## src/rtl/mmio_uart_tx.sv

```systemverilog
// mmio_uart_tx: picorv32 native-bus UART transmitter.
// 16-byte register window, TX FIFO and an 8N1 serialiser.
module mmio_uart_tx #(
    parameter logic [31:0] BASE_ADDR   = 32'h1000_0000,
    parameter int          FIFO_DEPTH  = 8,
    parameter int          DIV_WIDTH   = 16,
    parameter int          DEFAULT_DIV = 104
) (
    input  logic        clk,
    input  logic        reset,
    input  logic        mem_valid,
    input  logic [31:0] mem_addr,
    input  logic [31:0] mem_wdata,
    input  logic [3:0]  mem_wstrb,
    output logic        mem_ready,
    output logic [31:0] mem_rdata,
    output logic        uart_tx,
    output logic        irq_empty
);
    localparam int AW = $clog2(FIFO_DEPTH);
    localparam logic [AW-1:0]        P_ONE  = AW'(1);
    localparam logic [AW:0]          C_ONE  = (AW + 1)'(1);
    localparam logic [AW:0]          C_FULL = (AW + 1)'(FIFO_DEPTH);
    localparam logic [DIV_WIDTH-1:0] D_ONE  = DIV_WIDTH'(1);
    localparam logic [DIV_WIDTH-1:0] D_RST  = DIV_WIDTH'(DEFAULT_DIV);

    typedef enum logic [1:0] {
        S_IDLE,
        S_START,
        S_DATA,
        S_STOP
    } state_t;

    logic [7:0]           r_mem [FIFO_DEPTH];
    logic [AW-1:0]        r_wptr;
    logic [AW-1:0]        r_rptr;
    logic [AW:0]          r_count;
    logic                 r_ovf;
    logic                 r_ie;
    logic [DIV_WIDTH-1:0] r_div;
    logic                 r_ready;
    logic [31:0]          r_rdata;
    logic                 r_irq;
    state_t               r_state;
    logic [DIV_WIDTH-1:0] r_baud;
    logic [2:0]           r_bitcnt;
    logic [7:0]           r_shift;
    logic                 r_tx;

    logic                 w_hit;
    logic                 w_req;
    logic                 w_wr;
    logic [1:0]           w_off;
    logic                 w_empty;
    logic                 w_full;
    logic                 w_busy;
    logic [3:0]           w_level;
    logic                 w_push_req;
    logic                 w_push;
    logic                 w_ovf_set;
    logic                 w_ovf_clr;
    logic                 w_pop;
    logic                 w_tick;
    logic [DIV_WIDTH-1:0] w_reload;
    logic [DIV_WIDTH-1:0] w_div_new;
    logic [7:0]           w_head;
    logic [31:0]          w_rd_val;
    logic [15:0]          w_unused;

    assign w_hit      = mem_addr[31:4] == BASE_ADDR[31:4];
    assign w_req      = mem_valid && w_hit && !r_ready;
    assign w_wr       = w_req && (mem_wstrb != 4'b0000);
    assign w_off      = mem_addr[3:2];
    assign w_empty    = r_count == '0;
    assign w_full     = r_count == C_FULL;
    assign w_busy     = r_state != S_IDLE;
    assign w_push_req = w_wr && (w_off == 2'd0) && mem_wstrb[0];
    assign w_push     = w_push_req && !w_full;
    assign w_ovf_set  = w_push_req && w_full;
    assign w_ovf_clr  = w_wr && (w_off == 2'd1)
                        && mem_wstrb[0] && mem_wdata[3];
    assign w_tick     = r_baud == '0;
    assign w_reload   = (r_div == '0) ? '0 : r_div - D_ONE;
    assign w_head     = r_mem[r_rptr];
    assign w_pop      = !w_empty
                        && ((r_state == S_IDLE)
                        || ((r_state == S_STOP) && w_tick));
    assign w_unused   = {mem_addr[1:0], mem_wstrb[3:2],
                         mem_wdata[31:20]};

    always_comb begin
        w_level = 4'(r_count);
        if (32'(r_count) > 32'd15) begin
            w_level = 4'hF;
        end
    end

    always_comb begin
        w_div_new = r_div;
        if (mem_wstrb[0]) begin
            w_div_new[7:0] = mem_wdata[7:0];
        end
        if (mem_wstrb[1]) begin
            w_div_new[15:8] = mem_wdata[15:8];
        end
    end

    always_comb begin
        w_rd_val = '0;
        unique case (1'b1)
            w_off == 2'd1: w_rd_val = {23'b0, r_ie, w_level, r_ovf,
                                       w_busy, w_full, w_empty};
            w_off == 2'd2: w_rd_val = 32'(r_div);
            default: ;
        endcase
    end

    always_ff @(posedge clk or posedge reset) begin
        if (reset) begin
            r_ready <= 1'b0;
            r_rdata <= '0;
            r_ovf   <= 1'b0;
            r_ie    <= 1'b0;
            r_div   <= D_RST;
            r_irq   <= 1'b0;
        end else begin
            r_ready <= w_req;
            r_rdata <= (w_req && (mem_wstrb == 4'b0000)) ? w_rd_val : '0;
            r_irq   <= w_empty && !w_busy && r_ie;
            if (w_ovf_set) begin
                r_ovf <= 1'b1;
            end else if (w_ovf_clr) begin
                r_ovf <= 1'b0;
            end
            if (w_wr && (w_off == 2'd1) && mem_wstrb[1]) begin
                r_ie <= mem_wdata[8];
            end
            if (w_wr && (w_off == 2'd2)) begin
                r_div <= w_div_new;
            end
        end
    end

    always_ff @(posedge clk) begin
        if (w_push) begin
            r_mem[r_wptr] <= mem_wdata[7:0];
        end
    end

    always_ff @(posedge clk or posedge reset) begin
        if (reset) begin
            r_wptr  <= '0;
            r_rptr  <= '0;
            r_count <= '0;
        end else begin
            if (w_push) begin
                r_wptr <= r_wptr + P_ONE;
            end
            if (w_pop) begin
                r_rptr <= r_rptr + P_ONE;
            end
            if (w_push && !w_pop) begin
                r_count <= r_count + C_ONE;
            end else if (!w_push && w_pop) begin
                r_count <= r_count - C_ONE;
            end
        end
    end

    // uart_tx trails the state by one cycle, so every bit keeps its length
    always_ff @(posedge clk or posedge reset) begin
        if (reset) begin
            r_state  <= S_IDLE;
            r_baud   <= '0;
            r_bitcnt <= '0;
            r_shift  <= '0;
            r_tx     <= 1'b1;
        end else begin
            r_tx <= (r_state == S_START) ? 1'b0 :
                    (r_state == S_DATA)  ? r_shift[0] : 1'b1;
            unique case (r_state)
                S_IDLE: begin
                    if (!w_empty) begin
                        r_shift <= w_head;
                        r_baud  <= w_reload;
                        r_state <= S_START;
                    end
                end
                S_START: begin
                    if (w_tick) begin
                        r_baud   <= w_reload;
                        r_bitcnt <= '0;
                        r_state  <= S_DATA;
                    end else begin
                        r_baud <= r_baud - D_ONE;
                    end
                end
                S_DATA: begin
                    if (w_tick) begin
                        r_baud <= w_reload;
                        if (r_bitcnt == 3'd7) begin
                            r_state <= S_STOP;
                        end else begin
                            r_shift  <= {1'b0, r_shift[7:1]};
                            r_bitcnt <= r_bitcnt + 3'd1;
                        end
                    end else begin
                        r_baud <= r_baud - D_ONE;
                    end
                end
                S_STOP: begin
                    if (w_tick) begin
                        if (!w_empty) begin
                            r_shift <= w_head;
                            r_baud  <= w_reload;
                            r_state <= S_START;
                        end else begin
                            r_state <= S_IDLE;
                        end
                    end else begin
                        r_baud <= r_baud - D_ONE;
                    end
                end
            endcase
        end
    end

    assign mem_ready = r_ready;
    assign mem_rdata = r_rdata;
    assign uart_tx   = r_tx;
    assign irq_empty = r_irq;
endmodule

```

## config.mk

```make
export PLATFORM = sky130hd
export DESIGN_NAME = mmio_uart_tx
export DESIGN_NICKNAME = d
export VERILOG_FILES = /design/src/rtl/mmio_uart_tx.sv
export SDC_FILE = /design/constraint.sdc
export NUM_CORES = 1
export LEC_CHECK = 0
export ABC_CLOCK_PERIOD_IN_PS = 7800
export BUFFER_PORTS_ARGS = -buffer_cell sky130_fd_sc_hd__buf_2
export CORE_MARGIN = 4
export CORE_UTILIZATION = 45
export CTS_CLUSTER_SIZE = 28
export DETAILED_ROUTE_END_ITERATION = 6
export PLACE_DENSITY_LB_ADDON = 0.2
export SLEW_MARGIN = 10
export SYNTH_ARGS = -nofsm -noshare
export SYNTH_HDL_FRONTEND = slang
export SYNTH_SLANG_ARGS = --single-unit
```

## constraint.sdc

```tcl
create_clock -name clk -period 7.8 [get_ports clk]
set_clock_uncertainty 0.15 [all_clocks]
set_input_delay 2.34 -clock clk [delete_from_list [all_inputs] [get_ports clk]]
set_output_delay 2.34 -clock clk [all_outputs]
set_load 0.01 [all_outputs]
```

Yosys cells after proc, flatten, opt, wreduce, memory -nomap -nowiden
Memory sizes are Yosys's and may differ from the RTL's.
Cells that the tools add are included.
{"block": "word_totals", "register_bits": 92, "mem_bits_rw": 64, "inputBits": 71, "output_inout_bits": 35, "wordCells": 112, "memories": 1}
{"memory": "r_mem", "words": 8, "word_bits": 8, "rd": 1, "rd_clocked_by_memory_dff": 0, "wr": 1, "line_no": "34", "text": "logic [7:0] r_mem [FIFO_DEPTH];"}
{"block": "op_classes", "addsub": 7, "n_eq_ne": 14, "n_mux": 31, "reduce_logical": 44}
{"operator": "16-bit two-way mux", "n": 4}
{"operator": "16-bit one-hot mux with 3 select lines", "n": 1}
{"operator": "16-bit logical NOT", "n": 2}
{"operator": "32-bit two-way mux", "n": 1}
{"operator": "8-bit two-way mux", "n": 4}
{"operator": "16-bit one-hot mux with 2 select lines", "n": 1}
{"operator": "16-bit by 1-bit subtractor with 16-bit output, second input constant", "n": 2}
{"operator": "28-bit by 25-bit == test with 1-bit output, second input constant", "n": 1}
{"operator": "8-bit one-hot mux with 3 select lines", "n": 1}
{"operator": "1-bit logical AND", "n": 19}
{"operator": "2-bit two-way mux", "n": 5}
{"operator": "2-bit inequality test, second input constant", "n": 5}
{"operator": "3-bit by 1-bit adder with 3-bit output, second input constant", "n": 3}
{"operator": "3-bit two-way mux", "n": 3}
{"operator": "4-bit logical NOT", "n": 2}
{"operator": "4-bit two-way mux", "n": 2}
{"operator": "2-bit one-hot mux with 4 select lines", "n": 1}
{"operator": "4-bit AND reduction", "n": 2}
{"operator": "2-bit nonzero test", "n": 4}
{"operator": "1-bit two-way mux", "n": 7}
{"operator": "2-bit == test, second input constant", "n": 3}
{"operator": "1-bit logical NOT", "n": 6}
{"operator": "3-bit one-hot mux with 2 select lines", "n": 1}
{"operator": "5-bit AND reduction", "n": 1}
{"operator": "other kinds (12)", "n": 15}

Logic depth before layout (Yosys ltp)
Gate-level depths: netlist (run 1).
{"block": "logic_depth", "depth_word": 11, "mapped_depth": 15}

Worst setup path before layout (run 1)
No wires, ideal clock.
{"block": "synth_timing", "path_kind": "input port to flip-flop", "startpoint": "in mem_addr[20]", "endpoint": "reg r_count[3]", "arrival_ns": 4.504, "required_ns": 7.524, "path_slack_ns": 3.020, "cell_stages": 11, "path_buffers": 0, "cell_sequence": "nor4_1 -> nand4_1 -> nor4b_2 -> ha_1 -> inv_1 -> ha_1 -> a21o_1 -> a21oi_1 -> xnor2_1 -> nor2_1 -> xor2_1"}
{"block": "synth_between", "elab_chain_len": 10, "word_cells_on_any_way": 12}
{"element": "start, declared", "line_no": "12", "text": "input logic [31:0] mem_addr,"}
{"element": "28-bit by 25-bit == test with 1-bit output (*)", "line_no": "70", "text": "assign w_hit = mem_addr[31:4] == BASE_ADDR[31:4];"}
{"element": "1-bit logical AND (*) (2 in series)", "line_no": "71", "text": "assign w_req = mem_valid && w_hit && !r_ready;"}
{"element": "1-bit logical AND (*)", "line_no": "72", "text": "assign w_wr = w_req && (mem_wstrb != 4'b0000);"}
{"element": "1-bit logical AND (*) (2 in series)", "line_no": "77", "text": "assign w_push_req = w_wr && (w_off == 2'd0) && mem_wstrb[0];"}
{"element": "1-bit logical AND (*)", "line_no": "78", "text": "assign w_push = w_push_req && !w_full;"}
{"element": "net w_push", "line_no": "59", "text": "logic w_push;"}
{"element": "1-bit logical NOT", "line_no": "164", "text": "end else if (!w_push && w_pop) begin"}
{"element": "1-bit logical AND", "line_no": "164"}
{"element": "2-bit nonzero test (no line)"}
{"element": "end signal, assigned", "line_no": "163", "text": "r_count <= r_count + C_ONE;"}
{"element": "end signal, assigned", "line_no": "165", "text": "r_count <= r_count - C_ONE;"}
{"element": "end, declared", "line_no": "37", "text": "logic [AW:0] r_count;"}
Mark *: on every way through the listed nets, which the timed path passes. The rest lies on a longest branch.
A chain may end at the register's enable or synchronous reset.

Worst setup path after layout (run 1)
{"block": "layout_timing", "startpoint": "in mem_addr[27]", "endpoint": "reg r_count[3]"}
The elaborated chain is that of the path after synthesis.

==> flow_summary.yaml, run 1 <==
outcome:
  outcome: "completed"
clock_tree:
  insertion_delay_ns: 0.42
  cts.repair.resized: 0
  cts-root-buf: "clkbuf_16"
  cts_tree: "yes"
  clock_path_buffers: 2
  numCtsBuffers: 17
  clock-sinks: 140
  holdBufCountCts: 0
  cts_setup_buffers: 0
  path_clk_slew_ns: 0.06
  cts_max_level: 4
yosys:
  ys_seq_area_frac: 0.5577
  synth-edff-count: 64
  ys_seq_elements: 140
  ys_async_sr_fraction: 0.5429
  syn_inst: 543
  synth.distinct_cells: 64
  yosysWarnings: 0
  netlist_area_um2: 6865
  syn_avg_cell_area_um2: 12.64
  synth_ff_type: "dfrtp_1"
critical_path:
  crit_buf_inv: 2
  critPathCaptureType: "flop"
  slowest_stage: "nor4b_2"
  crit_arrival_ns: 5.04
  required_ns: 7.94
  critPathMaxStageDelay_ns: 0.70
  path_class: "in -> reg"
  crit_start: "mem_addr[27]"
  path_max_fanout: 6
  critical_path.top_delay_family: "simple AND/OR/NAND/NOR gates"
  crit_top_cell: "ha_1"
  startpoint_type: "input pin"
  regToRegStartpoint: "r_baud[0]"
  crit_path_cell_trace: "buf_2 > nor4_1 > nand4_1 > nor4b_2 > ha_1 > inv_1 > ha_1 > a21o_1 > a21oi_1 > xnor2_1 > nor2_1 > xor2_1"
die:
  start_util: 0.4653
  rows: 44
  fp.dieH_um: 131.5
  dieArea_um2: 17300
  core_um2: 14750
  ios: 106
  die_w_um: 131.5
timing:
  slew_headroom: 0.2723
  hold_viol_final: 0
  setup_slack_ns: 2.906
  setup_tns_ns: 0
  tightest_slew_ns: 1.091
  timing.fmax_mhz: 204.3
  fin_crit_sh: 0.6274
  setup_viol: 0
  finalCriticalPeriod_ns: 4.894
  slew_violations: 0
  grt_setup_unrepaired: "no"
layout:
  area_growth_pct: 15.45
  final_common_cell: "dfrtp_1"
  drive_above_1_share: 0.2707
  nFillCells: 1234
  num_antenna_cells: 0
  fin_util: 0.5372
  mostFrequentLayoutCells: "dfrtp_1 (72), buf_2 (71), edfxtp_1 (64)"
  nets: 706
place:
  place_hpwl_um: 10310
  pre_cts_ws_ns: 2.428
  gp_congestion: 0.9132
  io_buffers: 71
routing:
  drc_errors: 0
  via_per_inst: 5.586
  drt_pass1_iterations: 5
  vias: 4536
  wire_per_inst_um: 18.01
  drt_wl_total_um: 14630
  drt_iter0_drc: 343
  final_antenna_net_count: 0
power:
  p_leak_nw: 3.323
  p_total_mw: 1.690
  power.density_cell_area_nw_per_um2: 213.2
  peakVddDrop_v: 0.0001362
global_route:
  grt_max_degree: 77
  grt_use_total: 0.1727
  grt_overflow_total: 0
  antenna_found_initial: 0
  grt_pass1_wl_um: 23940
  grt_pass1_vias: 4612
worst_hold_path:
  min-delay-start: "r_shift[0]"
  hold_path.class: "reg -> reg"
job:
  drv_cap: 0
path summary, 6_finish.rpt:
kind / to / slack, ns / cells after the start
worst max-delay path: r_count[3] / 2.91 / 12
worst min-delay path: uart_tx / 0.35 / 2
worst max register to register: r_count[3] / 4.28 / 15
worst min register to register: uart_tx / 0.35 / 2
max in group asynchronous: r_ie / 4.82 / 3
min in group asynchronous: r_shift[0] / 2.05 / 3
state kept, by name (all words and copies together), names as in the netlist, 2 cells and up:
signal,flops
r_shift,8
r_bitcnt,3
mem_rdata,16
r_div,16
r_baud,16
r_rptr,3
r_state,2
r_count,4
r_wptr,3
r_mem,64
through the flow:
stage	instances	hold WS (ns)	instance area [um2]
final	812	0.3497	7926
after global routing	812	0.3734	7926
after CTS	812	0.3579	7926
after detailed placement	780	0.3356	7347
after global placement	780	0.3306	7347
after floorplan	558	0.3109	6922
tightest hold or removal path, cell delays in order, from the launching register on:
cell and delay (ns):
dfrtp_1 0.36, inv_1 0.07, a21oi_1 0.06
synthesized netlist by cell type (all sizes together), types with 3 or more instances:
cell / number / area share
ha: 19 / 0.035
nor3b: 7 / 0.0077
a22oi: 18 / 0.020
nor4: 16 / 0.019
and2: 8 / 0.0073
edfxtp: 64 / 0.28
nand4: 9 / 0.0082
a21oi: 14 / 0.013
and3: 4 / 0.0036
xor2: 14 / 0.018
o21ai: 20 / 0.015
mux2: 26 / 0.046
a2bb2oi: 5 / 0.0064
nor2: 39 / 0.022
mux4: 16 / 0.052
nor3: 16 / 0.012
xnor2: 15 / 0.019
mux2i: 9 / 0.013
a31oi: 4 / 0.0036
a211oi: 4 / 0.0044
dfrtp: 72 / 0.26
buf: 25 / 0.024
o22ai: 11 / 0.010
inv: 14 / 0.0077
a22o: 3 / 0.0038
clkbuf: 16 / 0.0087
nand3: 10 / 0.0073
nand2: 33 / 0.019
dfstp: 4 / 0.015
where the power goes:
group	internal [mW]	switching, mW	total [mW]
logic	0.0459	0.0487	0.0945
registers	0.790	0.0211	0.811
clock network	0.450	0.334	0.784
total	1.29	0.403	1.69
routing by layer:
| layer | GRT usage | part of all wire | vias up |
|---|---|---|---|
| li1 | - | - | 2156 |
| met5 | 0 | 0 | - |
| met1 | 0.2379 | 0.46 | 2200 |
| met2 | 0.2736 | 0.47 | 169 |
| met3 | 0.04396 | 0.063 | 11 |
| met4 | 0.04842 | 0.0085 | 0 |
logic make-up after synthesis:
logic type | synth area share
AOI/OAI and AO/OA | 0.09714
xor gates and xnor gates | 0.03700
adders and majority gates | 0.03754
buffers and inverters | 0.04082
DFF | 0.5577
muxes | 0.1121
other | 0.0005462
and+or+nand+nor | 0.1172
final cells by class:
type | instances | area [um2] | share of cell area
Sequential cell | 140 | 3829 | 0.4830
Multi-Input combinational cell | 363 | 2819 | 0.3556
Clock buffer | 17 | 425.4 | 0.05367
Timing Repair Buffer | 79 | 415.4 | 0.05241
Tap cell | 184 | 230.2 | 0.02905
Clock inverter | 15 | 153.9 | 0.01942
Inverter | 14 | 53.80 | 0.006788
(Power assumes the default switching activity.)
==> run 2, diff against run 1 <==
Settings changed: ABC_AREA set to 1, ABC_CLOCK_PERIOD_IN_PS 7800 to 4370.
Clock period 7.8 ns to 4.37 ns, I/O delays scaled along.
==> run 2 against run 1 <==
Effect of this change: clock-buffer cell count did not move; highest routed layer unchanged; total power up 110%; cell count is 45% higher; critical path type unchanged; critical endpoint unchanged.
==> flow_summary.yaml, run 2 <==
critical_path:
  critPathCaptureType: "flop"
  regToRegSetupSlack_ns: 1.22
  worstRegToRegCells: 18
  crit_start: "mem_addr[31]"
  critical_path.top_delay_family: "simple AND/OR/NAND/NOR gates"
  slowest_stage: "nor4_2"
  path_class: "in -> reg"
  startpoint_type: "input pin"
  reg2reg_to: "r_count[3]"
  required_ns: 4.52
  regToRegStartpoint: "r_baud[0]"
  critPathMaxStageDelay_ns: 0.36
  crit_arrival_ns: 3.56
  crit_buf_inv: 2
  crit_path_cell_trace: "buf_2 > nor2_1 > nand3b_1 > nor3_2 > nand2_2 > nor4_2 > ha_1 > inv_1 > ha_1 > a21o_1 > a21oi_1 > nand2_1 > nand2_1 > nor2_1 > xor2_1"
  path_max_fanout: 5
yosys:
  netlist_area_um2: 7408
  yosysWarnings: 0
  ys_seq_elements: 140
  ys_async_sr_fraction: 0.5429
  synth-edff-count: 64
  yosysMostFrequentCell: "nand2_1"
  synthTopCellsByCount: "nand2_1 (203), nor2_1 (114), inv_1 (87)"
  ys_top_cells_by_area: "edfxtp_1 (26%), dfrtp_1 (24%), nand2_1 (10%)"
  syn_avg_cell_area_um2: 8.574
  synth_top_area_frac: 0.2594
  synth_top_area_cell: "edfxtp_1"
  synth.distinct_cells: 44
  syn_inst: 864
  synth_ff_type: "dfrtp_1"
  ys_seq_area_frac: 0.5168
layout:
  ff_latch_area_um2: 3829
  final_common_cell: "nand2_1"
  drive_above_1_share: 0.1594
  mostFrequentLayoutCells: "nand2_1 (203), nor2_1 (114), inv_1 (86)"
  num_antenna_cells: 0
  multiInputGateArea_um2: 3080
  area_growth_pct: 16.16
  regMostFlops: "r_mem"
  largest_reg_flops: 64
  nFillCells: 1517
  nets: 1038
global_route:
  grt_pass1_wl_um: 27370
  grt_pass1_vias: 5500
  grt_overflow_total: 0
  antenna_found_initial: 0
  grt_max_degree: 36
  grt_use_total: 0.1894
power:
  p_int_mw: 2.483
  peakVddDrop_v: 0.0002692
  pwr-share-clk: 0.429
  power.density_cell_area_nw_per_um2: 404.0
  p_leak_nw: 4.101
  comb_power_share: 0.163
  p_switching_mw: 0.9939
  sequentialPowerShare: 0.408
  switching_share: 0.2859
timing:
  slew_violations: 0
  setup_viol: 0
  tightest_slew_ns: 0.8995
  fin_crit_sh: 0.7794
  finalCriticalPeriod_ns: 3.406
  grt_setup_unrepaired: "no"
  setup_tns_ns: 0
  timing.fmax_mhz: 293.6
  slew_headroom: 0.3997
  hold_viol_final: 0
  hold_slack_ns: 0.3330
worst_hold_path:
  hold_path.class: "reg -> reg"
  holdPathStages: 2
  min_to: "r_ovf"
  min-delay-start: "r_ovf"
clock_tree:
  holdBufCountCts: 0
  cts.repair.resized: 0
  clock_path_buffers: 2
  insertion_delay_ns: 0.42
  cts-root-buf: "clkbuf_16"
  cts_tree: "yes"
  path_clk_slew_ns: 0.06
  clock-sinks: 140
  cts_setup_buffers: 0
  numCtsBuffers: 17
  cts_max_level: 4
routing:
  via_per_inst: 5.028
  wire_per_inst_um: 14.51
  drt_wl_total_um: 17060
  drt_pass1_iterations: 5
  drc_errors: 0
  drt_iter0_drc: 524
  final_antenna_net_count: 0
  vias: 5913
job:
  drv_cap: 0
place:
  gp_congestion: 0.9265
  place_hpwl_um: 12210
  io_buffers: 71
die:
  dieArea_um2: 18580
  ios: 106
  fp.dieH_um: 136.3
  core_um2: 16000
  rows: 46
  die_w_um: 136.3
  start_util: 0.4630
outcome:
  outcome: "completed"
-- run 2: tightest hold or removal path, stage by stage (launching register included) --
cell and delay, ns:
dfrtp_1 0.35, nand2_1 0.06, nand2_1 0.05
-- run 2: logic make-up (layout without fill, tap and decap cells) --
family                     Yosys count  after routing  share of synthesized area
AOI/OAI and AO/OA                  149            149                     0.1143
xor gates and xnor gates            17             17                    0.02010
adders and majority gates           20             20                    0.03479
buffers and inverters              128            209                    0.07499
DFF                                140            140                     0.5168
other                                1             16                  0.0005062
and+or+nand+nor                    409            409                     0.2385
-- run 2: area by class of cell --
| type | instances | area share |
|---|---|---|
| clock buffer | 17 | 0.04943 |
| clock inverter | 15 | 0.02181 |
| inverter | 92 | 0.04100 |
| multi-input combinational | 611 | 0.3580 |
| sequential | 140 | 0.4449 |
| tap | 216 | 0.03140 |
| timing repair buffer | 85 | 0.05350 |
-- run 2: per-layer routing --
| layer | vias up | share of wire | global-route usage |
|---|---|---|---|
| met1 | 2736 | 0.49 | 0.2731 |
| met3 | 13 | 0.051 | 0.03590 |
| met4 | 0 | 0.010 | 0.05487 |
| met5 | - | 0 | 0 |
| li1 | 3004 | - | - |
| met2 | 160 | 0.45 | 0.2928 |
-- run 2: worst max-delay path by stage --
stage / endpoint / depth (start not counted) / slack, ns
6_report: r_count[3] / 15 / 0.96
5_1_grt: r_count[3] / 14 / 0.69
4_1_cts: r_count[3] / 15 / 0.92
3_5_place_dp: r_count[3] / 15 / 0.48
3_3_place_gp: r_count[3] / 15 / 0.50
2_1_floorplan: r_count[3] / 14 / 0.93
-- run 2: metrics by stage --
step                instance area, um2  utilization  total power, mW  instances  setup slack, ns
floorplan                         7465            -            1.848        879           0.9335
global placement                  7993       0.4995            2.007       1144           0.5014
detailed placement                7993       0.4995            2.015       1144           0.4814
CTS                               8606       0.5378            3.502       1176           0.9246
global route                      8606       0.5378            3.622       1176           0.6874
finish                            8606       0.5378            3.476       1176           0.9639
-- run 2: power groups by stage --
stage,clock network [mW],logic [mW],registers [mW]
finish,1.49,0.567,1.42
global route,1.57,0.635,1.42
CTS,1.51,0.573,1.42
detailed placement,0,0.572,1.44
global placement,0,0.564,1.44
floorplan,0,0.398,1.45
